<file path="config.mk">
export PLATFORM = sky130hd
export DESIGN_NAME = bcd_time_counter
export DESIGN_NICKNAME = d
export VERILOG_FILES = /design/src/rtl/bcd_time_counter.sv
export SDC_FILE = /design/constraint.sdc
export NUM_CORES = 1
export LEC_CHECK = 0
export ABC_CLOCK_PERIOD_IN_PS = 8000
export CAP_MARGIN = 10
export CORE_ASPECT_RATIO = 0.75
export CORE_UTILIZATION = 60
export DETAILED_ROUTE_END_ITERATION = 8
export DONT_BUFFER_PORTS = 1
export MAX_ROUTING_LAYER = met4
export PLACE_DENSITY = 0.76
export SYNTH_ARGS = -nofsm -noshare
export SYNTH_HDL_FRONTEND = slang
export SYNTH_SLANG_ARGS = --single-unit
</file>
<file path="constraint.sdc">
create_clock -name clk -period 8 [get_ports clk]
set_clock_uncertainty 0.05 [all_clocks]
set_input_delay 0.4 -clock clk [delete_from_list [all_inputs] [get_ports clk]]
set_output_delay 0.4 -clock clk [all_outputs]
set_load 0.01 [all_outputs]
</file>
<file path="src/rtl/bcd_time_counter.sv">
// MM:SS BCD stopwatch counter: up/down counting on a 1 Hz tick, pause, manual and
// auto-step field adjust, and a hold-or-wrap terminal policy with a done pulse.
module bcd_time_counter #(
    parameter int MAX_MIN  = 59,
    parameter int ADJ_STEP = 2,
    parameter int WRAP     = 0
) (
    input  logic       clk,
    input  logic       rst,
    input  logic       tick_1hz,
    input  logic       tick_adj,
    input  logic       pause_tgl,
    input  logic       adj,
    input  logic       sel,
    input  logic       adj_man,
    input  logic       inc,
    input  logic       dec,
    input  logic       cnt_dn,
    output logic [3:0] sec_l,
    output logic [3:0] sec_h,
    output logic [3:0] min_l,
    output logic [3:0] min_h,
    output logic       paused,
    output logic       done
);

    localparam logic [3:0] MAX_H   = 4'(MAX_MIN / 10);
    localparam logic [3:0] MAX_L   = 4'(MAX_MIN % 10);
    localparam logic [7:0] MIN_MOD = 8'(MAX_MIN + 1);
    localparam logic [7:0] STEP    = 8'(ADJ_STEP);

    logic [3:0] sec_l_q, sec_h_q, min_l_q, min_h_q;
    logic [3:0] sec_l_d, sec_h_d, min_l_d, min_h_d;
    logic       paused_q, paused_d;
    logic       done_q, done_d;

    logic [7:0] sec_v, min_v, fld_v, fld_mod, new_v;
    logic       min_at_max, at_top, at_zero;

    function automatic logic [7:0] add_mod(input logic [7:0] v, input logic [7:0] step,
                                           input logic [7:0] modulus);
        logic [8:0] sum;
        sum = {1'b0, v} + {1'b0, step};
        return 8'(sum % {1'b0, modulus});
    endfunction

    always_comb begin
        sec_l_d  = sec_l_q;
        sec_h_d  = sec_h_q;
        min_l_d  = min_l_q;
        min_h_d  = min_h_q;
        paused_d = paused_q ^ pause_tgl;
        done_d   = 1'b0;

        sec_v      = 8'(sec_h_q) * 8'd10 + 8'(sec_l_q);
        min_v      = 8'(min_h_q) * 8'd10 + 8'(min_l_q);
        fld_v      = sel ? sec_v : min_v;
        fld_mod    = sel ? 8'd60 : MIN_MOD;
        new_v      = fld_v;
        min_at_max = (min_h_q == MAX_H) && (min_l_q == MAX_L);
        at_top     = min_at_max && (sec_h_q == 4'd5) && (sec_l_q == 4'd9);
        at_zero    = (min_h_q == 4'd0) && (min_l_q == 4'd0) && (sec_h_q == 4'd0) && (sec_l_q == 4'd0);

        if (adj) begin
            // Field adjust works on the binary value of one field only; no carry between fields.
            if (adj_man) begin
                if (inc && !dec) new_v = add_mod(fld_v, 8'd1, fld_mod);
                else if (dec && !inc) new_v = (fld_v == 8'd0) ? fld_mod - 8'd1 : fld_v - 8'd1;
            end else if (tick_adj) begin
                new_v = add_mod(fld_v, STEP, fld_mod);
            end
            if (sel) begin
                sec_h_d = 4'(new_v / 8'd10);
                sec_l_d = 4'(new_v % 8'd10);
            end else begin
                min_h_d = 4'(new_v / 8'd10);
                min_l_d = 4'(new_v % 8'd10);
            end
        end else if (!paused_q && tick_1hz) begin
            if (!cnt_dn) begin
                if (at_top) begin
                    if (WRAP != 0) begin
                        sec_l_d = 4'd0;
                        sec_h_d = 4'd0;
                        min_l_d = 4'd0;
                        min_h_d = 4'd0;
                    end
                end else begin
                    done_d = min_at_max && (sec_h_q == 4'd5) && (sec_l_q == 4'd8);
                    if (sec_l_q != 4'd9) sec_l_d = sec_l_q + 4'd1;
                    else begin
                        sec_l_d = 4'd0;
                        if (sec_h_q != 4'd5) sec_h_d = sec_h_q + 4'd1;
                        else begin
                            sec_h_d = 4'd0;
                            if (min_l_q != 4'd9) min_l_d = min_l_q + 4'd1;
                            else begin
                                min_l_d = 4'd0;
                                min_h_d = min_h_q + 4'd1;
                            end
                        end
                    end
                end
            end else begin
                if (at_zero) begin
                    if (WRAP != 0) begin
                        sec_l_d = 4'd9;
                        sec_h_d = 4'd5;
                        min_l_d = MAX_L;
                        min_h_d = MAX_H;
                    end
                end else begin
                    done_d = (min_h_q == 4'd0) && (min_l_q == 4'd0) &&
                             (sec_h_q == 4'd0) && (sec_l_q == 4'd1);
                    if (sec_l_q != 4'd0) sec_l_d = sec_l_q - 4'd1;
                    else begin
                        sec_l_d = 4'd9;
                        if (sec_h_q != 4'd0) sec_h_d = sec_h_q - 4'd1;
                        else begin
                            sec_h_d = 4'd5;
                            if (min_l_q != 4'd0) min_l_d = min_l_q - 4'd1;
                            else begin
                                min_l_d = 4'd9;
                                min_h_d = min_h_q - 4'd1;
                            end
                        end
                    end
                end
            end
        end

        // Hold policy: reaching terminal stops the clock, overriding any toggle this cycle.
        if (done_d && (WRAP == 0)) paused_d = 1'b1;
    end

    always_ff @(posedge clk) begin
        if (rst) begin
            sec_l_q  <= 4'd0;
            sec_h_q  <= 4'd0;
            min_l_q  <= 4'd0;
            min_h_q  <= 4'd0;
            paused_q <= 1'b0;
            done_q   <= 1'b0;
        end else begin
            sec_l_q  <= sec_l_d;
            sec_h_q  <= sec_h_d;
            min_l_q  <= min_l_d;
            min_h_q  <= min_h_d;
            paused_q <= paused_d;
            done_q   <= done_d;
        end
    end

    assign sec_l  = sec_l_q;
    assign sec_h  = sec_h_q;
    assign min_l  = min_l_q;
    assign min_h  = min_h_q;
    assign paused = paused_q;
    assign done   = done_q;

endmodule
</file>
==> results.py, run 1 <==
metrics = {
    "status": {
        "status": "finished clean",
    },
    "critical_path": {
        "crit_type": "flop to flop",
        "slowest_stage": "nor4_4",
        "r2r_slack_ns": 1.02,
        "crit_path_max_incr_delay_ns": 0.85,
        "worst_ep_arrival_time_ns": 7.10,
        "startpoint_type": "flop",
        "path_max_fanout": 14,
        "endpoint_kind": "flop",
        "crit_required_ns": 8.12,
        "worstPathCellList": "ha_1 -> and2_1 -> fa_1 -> inv_1 -> and4_1 -> nor4_4 -> buf_4 -> xnor2_1 -> a22oi_1 -> or3_1 -> a31oi_1 -> o21ai_1 -> a221oi_4 -> o41ai_4 -> nand2_1 -> o211ai_4 -> maj3_1 -> a21oi_1 -> xnor2_1 -> ha_1 -> o2111a_1 -> o41ai_2",
    },
    "grt": {
        "grt_pass1_wl_um": 19900,
        "overflow": 0,
        "grt_pass1_vias": 3926,
        "grt_start_max_net_pins": 30,
        "grt_use_total": 0.342,
        "antenna_found_initial": 0,
    },
    "pwr": {
        "vdd_drop_max_uv": 156,
        "leakage_nw": 1.60,
        "p_total_mw": 0.990,
        "p_per_area_nw_per_um2": 227,
    },
    "final_layout": {
        "layout-drive-gt1-share": 0.0883,
        "final_cell_area_um2": 4350,
        "num-nets-final": 608,
        "final_cells": 664,
        "finish.utilization": 0.631,
        "n_antenna_cell": 0,
        "area_delta_synth_final_pct": 0.491,
        "fillers": 632,
    },
    "clock_tree": {
        "clk_path_buf_depth": 2,
        "htreeDepth": 1,
        "cts_buffers": 3,
        "ctsHoldBuffers": 0,
        "cts_root_buf": "clkbuf_8",
        "cts_tree": "yes",
        "cts_resized": 0,
        "cts_setup_buffers": 0,
        "cts_sinks": 18,
        "clock_latency_ns": 0.26,
        "clk_pin_slew_ns": 0.07,
    },
    "sta": {
        "finalHoldWorstSlack_ns": 0.145,
        "min_period_ns": 6.98,
        "period_share": 0.872,
        "maxSlewHeadroom": 0.213,
        "final.setup.tns_ns": 0,
        "fin_ws_ns": 1.02,
        "report.final.slew_viol_count": 0,
        "max_freq_mhz": 143,
        "worst_slew_pin_slew_ns": 1.17,
        "setup_viol": 0,
        "hold_viol": 0,
        "rsz0062_at_grt": "no",
    },
    "route": {
        "viasPerCell": 7.15,
        "initialDrtViolationCount": 490,
        "drcViolationCount": 0,
        "vias": 4748,
        "drt-total-wl_um": 12700,
        "drt_pass1_iterations": 5,
        "ant_nets": 0,
        "wl_per_cell_um": 19.2,
    },
    "die": {
        "rows": 26,
        "start_util": 0.628,
        "ios": 29,
        "die_area_um2": 7560,
        "coreArea_um2": 6900,
        "chipWidth_um": 100,
        "die_h_um": 75.6,
    },
    "synthesis": {
        "syn_inst": 595,
        "yosysUniqueCellTypes": 99,
        "synthTopCellsByArea": "dfxtp_1 (8.3%), ha_1 (7.2%), a21oi_1 (5.8%)",
        "ys_seq_area_frac": 0.0832,
        "syn-num-nets": 636,
        "syn_area_um2": 4330,
        "synthTopCellsByCount": "a21oi_1 (50), nor2_1 (50), nand2_1 (44)",
        "ys_async_sr_fraction": 0,
        "ys_ff_latch": 18,
        "yosys.area.top_type_share": 0.0832,
        "synth_largest_area_cell": "dfxtp_1",
        "ys.flop_type": "dfxtp_1",
        "synth_area_per_cell_um2": 7.28,
        "synth-edff-count": 0,
        "ys_warn_count": 0,
    },
    "placed_design": {
        "dp.cells": 660,
        "gp_congestion": 1.03,
        "numPortBuffers": 0,
        "place_ws_ns": 1.16,
        "dp_hpwl_um": 9710,
        "placed_area_um2": 4300,
    },
    "hold_path": {
        "hold_class": "input pin to flop",
    },
    "job": {
        "maxCapViolCount": 0,
    },
}
-- flip-flops by register name, indices dropped and copies added (netlist names) --
name	count
sec_h	4
min_l	4
min_h	4
sec_l	4
paused	1
done	1
-- final cells by class --
| type | count | area [um^2] | share of cell area |
|---|---|---|---|
| well taps | 98 | 123 | 0.0282 |
| repair buffers | 3 | 22.5 | 0.00518 |
| multi-input cells | 520 | 3710 | 0.853 |
| clock buffers | 4 | 55.1 | 0.0127 |
| inverters | 21 | 78.8 | 0.0181 |
| flip-flops and latches | 18 | 360 | 0.0828 |
-- worst paths after layout --
path / from / endpoint / cells past startpoint
worst min-delay path: rst / min_l[0]$_SDFFE_PP0P_ / 1
worst max-delay path: sec_h[1]$_SDFFE_PP0P_ / sec_l[2]$_SDFFE_PP0P_ / 22
worst min register to register: paused$_SDFF_PP0_ / paused$_SDFF_PP0_ / 2
worst max register to register: sec_h[1]$_SDFFE_PP0P_ / sec_l[2]$_SDFFE_PP0P_ / 22
-- power by group --
group	switching (mW)	internal, mW
Sequential	0.0573	0.104
Combinational	0.459	0.291
Clock	0.0346	0.0439
-- per-layer routing --
| layer | GRT usage | vias to the layer above | routed length [um] |
|---|---|---|---|
| met5 | - | - | 0 |
| met4 | 0.0467 | 0 | 79 |
| met3 | 0.0725 | 12 | 1310 |
| met2 | 0.507 | 269 | 5480 |
| met1 | 0.488 | 2242 | 5850 |
| li1 | - | 2225 | - |
-- critical path, delay by kind of cell (launching register included) --
kind                     cells  cell delay (ns)
AO/OA/AOI/OAI                9             2.10
AND/OR/NAND/NOR              5             1.83
adder cells (fa/ha/maj)      4             1.53
flip-flops                   1             0.69
buffers and inverters        2             0.38
XOR/XNOR                     2             0.28
-- cell usage in the layout, fill, tap and decap left out, types with 13 or more instances in the layout --
cell	count
nor2_1	50
a21oi_1	50
nand2_1	44
o21ai_0	29
nand3_1	25
ha_1	25
xnor2_1	20
inv_1	19
dfxtp_1	18
nor3_1	17
nand4_1	14
mux2i_1	13
-- logic make-up after synthesis --
family / synth area share
AOI/OAI and AO/OA: 0.347
xor gates and xnor gates: 0.0621
adders and majority gates: 0.0977
buffers and inverters: 0.0615
DFF: 0.0832
muxes: 0.0535
and+or+nand+nor: 0.295
Power figures use the tool's default switching activity.
==> run 2: changes to the inputs <==
Settings changed: MAX_ROUTING_LAYER met4 to default, PLACE_DENSITY 0.76 to 0.82.
==> run 2 against run 1 <==
  * First-iteration DRC count increased by 16%
  * Final area decreased by 0.34%
  * Count of clock-buffer cells in the layout unchanged
  * Core utilization decreased by 0.22 points
  * Combinational power about the same
  * Wire length increased by 0.63%
  * Critical path depth decreased by 2
  * Total power decreased by 0.19%
  * Clock power decreased by 2%
  * Non-clock buffer count decreased by 2
  * Via count increased by 1.6%
  * Critical endpoint unchanged
==> results.py, run 2 (synthesized netlist as in run 1, its figures left out) <==
metrics = {
    "status": {
        "status": "finished clean",
    },
    "critical_path": {
        "crit_required_ns": 8.11,
        "startpoint_type": "flop",
        "worstRegToRegCells": 20,
        "endpoint_kind": "flop",
        "slowest_stage": "dfxtp_1",
        "crit_top_cell": "ha_1",
        "r2r_slack_ns": 0.83,
        "worst_ep_arrival_time_ns": 7.29,
        "worstPathCellList": "ha_1 -> ha_1 -> xnor2_1 -> mux2i_1 -> nand3_1 -> o21ai_2 -> a31oi_1 -> a311o_1 -> o2111ai_1 -> and2_1 -> or3b_1 -> a31oi_2 -> nand2b_1 -> o211ai_4 -> maj3_1 -> a21oi_1 -> xnor2_1 -> ha_1 -> o2111a_1 -> o41ai_2",
        "r2r_end": "sec_l[2]$_SDFFE_PP0P_",
        "path_max_fanout": 18,
        "r2r-start": "sec_h[0]$_SDFFE_PP0P_",
        "crit_type": "flop to flop",
        "crit_path_max_incr_delay_ns": 0.79,
    },
    "clock_tree": {
        "clk_pin_slew_ns": 0.07,
        "ctsHoldBuffers": 0,
        "htreeDepth": 1,
        "clk_path_buf_depth": 2,
        "cts_resized": 0,
        "cts_setup_buffers": 0,
        "cts_buffers": 3,
        "cts_tree": "yes",
        "cts_root_buf": "clkbuf_8",
        "cts_sinks": 18,
        "clock_latency_ns": 0.26,
    },
    "sta": {
        "setup_viol": 0,
        "fin_ws_ns": 0.828,
        "min_period_ns": 7.17,
        "max_freq_mhz": 139,
        "report.final.slew_viol_count": 0,
        "final.setup.tns_ns": 0,
        "period_share": 0.897,
        "maxSlewHeadroom": 0.191,
        "worst_slew_pin_slew_ns": 1.20,
        "rsz0062_at_grt": "no",
        "finalHoldWorstSlack_ns": 0.154,
        "hold_viol": 0,
    },
    "hold_path": {
        "min_from": "rst",
        "hold_end": "min_l[0]$_SDFFE_PP0P_",
        "hold_class": "input pin to flop",
        "min_path_cells": 1,
    },
    "route": {
        "viasPerCell": 7.29,
        "drcViolationCount": 0,
        "dr_wl_met2_um": 5630,
        "ant_nets": 0,
        "wl_met3_um": 1450,
        "drt-total-wl_um": 12800,
        "top_layer": "met4",
        "met1_length_um": 5510,
        "drt_pass1_iterations": 6,
        "vias": 4823,
        "wl_per_cell_um": 19.3,
        "initialDrtViolationCount": 566,
    },
    "final_layout": {
        "seq_area_um2": 360,
        "n_antenna_cell": 0,
        "finish.utilization": 0.629,
        "num-nets-final": 606,
        "final_cell_mix": "nor2_1 (50), a21oi_1 (50), nand2_1 (44)",
        "fillers": 630,
        "multi_input_area_um2": 3710,
        "area_delta_synth_final_pct": 0.144,
        "layout-drive-gt1-share": 0.0851,
    },
    "placed_design": {
        "dp_hpwl_um": 9530,
        "place_ws_ns": 1.06,
        "gp_congestion": 0.931,
        "numPortBuffers": 0,
    },
    "die": {
        "die_area_um2": 7560,
        "coreArea_um2": 6900,
        "rows": 26,
        "die_h_um": 75.6,
        "start_util": 0.628,
        "chipWidth_um": 100,
        "ios": 29,
    },
    "job": {
        "maxCapViolCount": 0,
    },
    "grt": {
        "grt_use_total": 0.336,
        "antenna_found_initial": 0,
        "overflow": 0,
        "grt_start_max_net_pins": 30,
        "grt_pass1_wl_um": 20500,
        "grt_pass1_vias": 4122,
    },
    "pwr": {
        "p_per_area_nw_per_um2": 228,
        "leakage_nw": 1.59,
        "vdd_drop_max_uv": 171,
    },
}
## run 2: changes by cell type in the layout (fill, tap and decap cells not counted)
cell   before  now
buf_4       3    1
## run 2: worst max path at each step
stage                                startpoint                     to  slack (ns)  depth (start not counted)
after detailed placement  sec_h[0]$_SDFFE_PP0P_  sec_l[2]$_SDFFE_PP0P_        1.06                         20
after global routing      sec_h[0]$_SDFFE_PP0P_  sec_l[2]$_SDFFE_PP0P_        0.46                         20
final                     sec_h[0]$_SDFFE_PP0P_  sec_l[2]$_SDFFE_PP0P_        0.83                         20
after global placement    sec_h[0]$_SDFFE_PP0P_  sec_l[2]$_SDFFE_PP0P_        1.31                         20
after floorplan           min_h[1]$_SDFFE_PP0P_  sec_l[2]$_SDFFE_PP0P_        2.23                         22
after CTS                 sec_h[0]$_SDFFE_PP0P_  sec_l[2]$_SDFFE_PP0P_        1.02                         20
## run 2: power by group
group	switching (mW)	leakage, nW	internal (mW)
Clock	0.0329	0.0288	0.0438
Sequential	0.0582	0.147	0.104
Combinational	0.463	1.42	0.286
Total	0.554	1.59	0.433
## run 2: metal layers
layer / up-vias / track usage
li1: 2218 / -
met1: 2262 / 0.488
met5: - / 0
met3: 36 / 0.0578
met4: 0 / 0.0821
met2: 307 / 0.518
## run 2: final cells by class
type	count	area share
Clock buffer	4	0.0127
Sequential cell	18	0.0831
Tap cell	98	0.0283
Timing Repair Buffer	1	0.00173
Inverter	21	0.0182
Multi-Input combinational cell	520	0.856
## run 2: critical path: cells and delay by family, from the launching register on
kind            cells  cell delay (ns)
simple gates        4             1.42
xor+xnor            2             0.32
mux                 1             0.73
fa+ha+maj           4             1.29
flops               1             0.79
compound gates      9             2.46
## run 2: per-stage QoR
step	area [um^2]	total power, mW	cells
2_1_floorplan	4330	0.756	595
3_3_place_gp	4280	0.863	658
3_5_place_dp	4280	0.884	658
4_1_cts	4340	0.964	662
5_1_grt	4340	1.07	662
6_report	4340	0.988	662
==> run 3: changes to the inputs <==
Settings changed: CTS_BUF_LIST from default to sky130_fd_sc_hd__clkbuf_4.
==> run 3 against run 2 <==
  * Combinational power is essentially flat
  * Sequential share of layout area barely moved
  * Core utilization fell by 0.34 points
  * Total power decreased by 2.6%
  * Sequential power about the same
  * Critical path type unchanged
  * Highest routed layer unchanged
==> results.py, run 3 (synthesized netlist as in run 1, its figures left out) <==
metrics = {
    "sta": {
        "period_share": 0.891,
        "report.final.slew_viol_count": 0,
        "setup_viol": 0,
        "final.setup.tns_ns": 0,
        "min_period_ns": 7.13,
        "hold_viol": 0,
        "worst_slew_pin_slew_ns": 1.18,
        "rsz0062_at_grt": "no",
        "maxSlewHeadroom": 0.207,
        "max_freq_mhz": 140,
    },
    "route": {
        "ant_nets": 0,
        "viasPerCell": 7.22,
        "drt_pass1_iterations": 5,
        "wl_per_cell_um": 19.3,
        "initialDrtViolationCount": 553,
        "drcViolationCount": 0,
        "vias": 4789,
        "drt-total-wl_um": 12800,
    },
    "critical_path": {
        "endpoint_kind": "flop",
        "crit_start": "sec_h[0]$_SDFFE_PP0P_",
        "worstPathCellList": "ha_1 -> ha_1 -> xnor2_1 -> mux2i_1 -> nand3_1 -> nor3_1 -> o2111a_1 -> a21oi_2 -> o2111ai_1 -> and2_1 -> or3b_1 -> a31oi_2 -> nand2b_1 -> o211ai_4 -> maj3_1 -> a21oi_1 -> xnor2_1 -> ha_1 -> o2111a_1 -> o41ai_2",
        "crit_required_ns": 8.18,
        "crit_top_cell": "ha_1",
        "r2r-start": "sec_h[0]$_SDFFE_PP0P_",
        "crit_path_max_incr_delay_ns": 0.78,
        "worst_ep_arrival_time_ns": 7.30,
        "critPathBufInv": 0,
        "slowest_stage": "dfxtp_1",
        "path_max_fanout": 18,
        "crit_type": "flop to flop",
        "startpoint_type": "flop",
        "crit_family": "compound AO/OA/AOI/OAI gates",
    },
    "hold_path": {
        "hold_class": "input pin to flop",
        "min_from": "rst",
    },
    "grt": {
        "grt_pass1_vias": 4101,
        "grt_use_total": 0.336,
        "overflow": 0,
        "antenna_found_initial": 0,
        "grt_pass1_wl_um": 20500,
        "grt_start_max_net_pins": 30,
    },
    "clock_tree": {
        "ctsHoldBuffers": 0,
        "cts_root_buf": "clkbuf_4",
        "cts_setup_buffers": 0,
        "htreeDepth": 1,
        "cts_sinks": 18,
        "cts_resized": 0,
        "clk_pin_slew_ns": 0.11,
        "clock_latency_ns": 0.31,
        "clk_path_buf_depth": 2,
        "cts_buffers": 3,
        "cts_tree": "yes",
    },
    "final_layout": {
        "n_antenna_cell": 0,
        "final_cell_area_um2": 4310,
        "layout-drive-gt1-share": 0.0850,
        "area_delta_synth_final_pct": -0.404,
        "final_cells": 663,
        "final_cell_mix": "nor2_1 (50), a21oi_1 (50), nand2_1 (44)",
        "num-nets-final": 607,
    },
    "pwr": {
        "p_per_area_nw_per_um2": 223,
        "vdd_drop_max_uv": 155,
        "leakage_nw": 1.58,
    },
    "die": {
        "die_area_um2": 7560,
        "rows": 26,
        "ios": 29,
        "chipWidth_um": 100,
        "die_h_um": 75.6,
        "coreArea_um2": 6900,
        "start_util": 0.628,
    },
    "job": {
        "maxCapViolCount": 0,
    },
    "placed_design": {
        "placed_area_um2": 4280,
        "numPortBuffers": 0,
        "dp_hpwl_um": 9530,
        "dp.cells": 658,
        "gp_congestion": 0.931,
    },
    "status": {
        "status": "finished clean",
    },
}
-- run 3: layout make-up --
class | count | area, um^2
clock buffer | 3 | 22.5
clock inverter | 1 | 3.75
fill | 638 | 2580
inverter | 21 | 78.8
multi-input combinational | 520 | 3710
sequential | 18 | 360
tap | 98 | 123
timing repair buffer | 2 | 12.5
-- run 3: per-stage QoR --
step                total power, mW  hold slack (ns)  setup WS [ns]   util
floorplan                     0.756            0.516           2.23      -
global placement              0.863            0.424           1.31  0.621
detailed placement            0.884            0.425           1.06  0.621
CTS                           0.937           0.0858           1.03  0.625
global route                   1.04           0.0611          0.468  0.625
finish                        0.962           0.0917          0.872  0.625
-- run 3: worst reg2reg max path, delay by kind of cell, from the launching register on --
family	cells	cell delay [ns]
mux	1	0.74
fa+ha+maj	4	1.29
xor+xnor	2	0.32
simple gates	5	1.89
compound gates	8	1.97
flops	1	0.78
-- run 3: per-layer routing --
layer	vias to the layer above	part of all wire	global-route usage
met1	2235	0.44	0.482
li1	2221	-	-
met2	292	0.43	0.514
met4	0	0.022	0.0870
met5	-	0	0
met3	41	0.11	0.0688
-- run 3: final timing paths --
path	end	slack [ns]	cells after the start
min reg2reg	paused$_SDFF_PP0_	0.58	2
max	sec_l[2]$_SDFFE_PP0P_	0.87	20
max reg2reg	sec_l[2]$_SDFFE_PP0P_	0.87	20
min	sec_l[0]$_SDFFE_PP0P_	0.09	1
-- run 3: power breakdown --
part           leakage (nW)  switching [mW]  internal [mW]
sequential            0.147          0.0582          0.104
combinational          1.42           0.463          0.286
clock                0.0154          0.0329         0.0183
total                  1.58           0.554          0.408
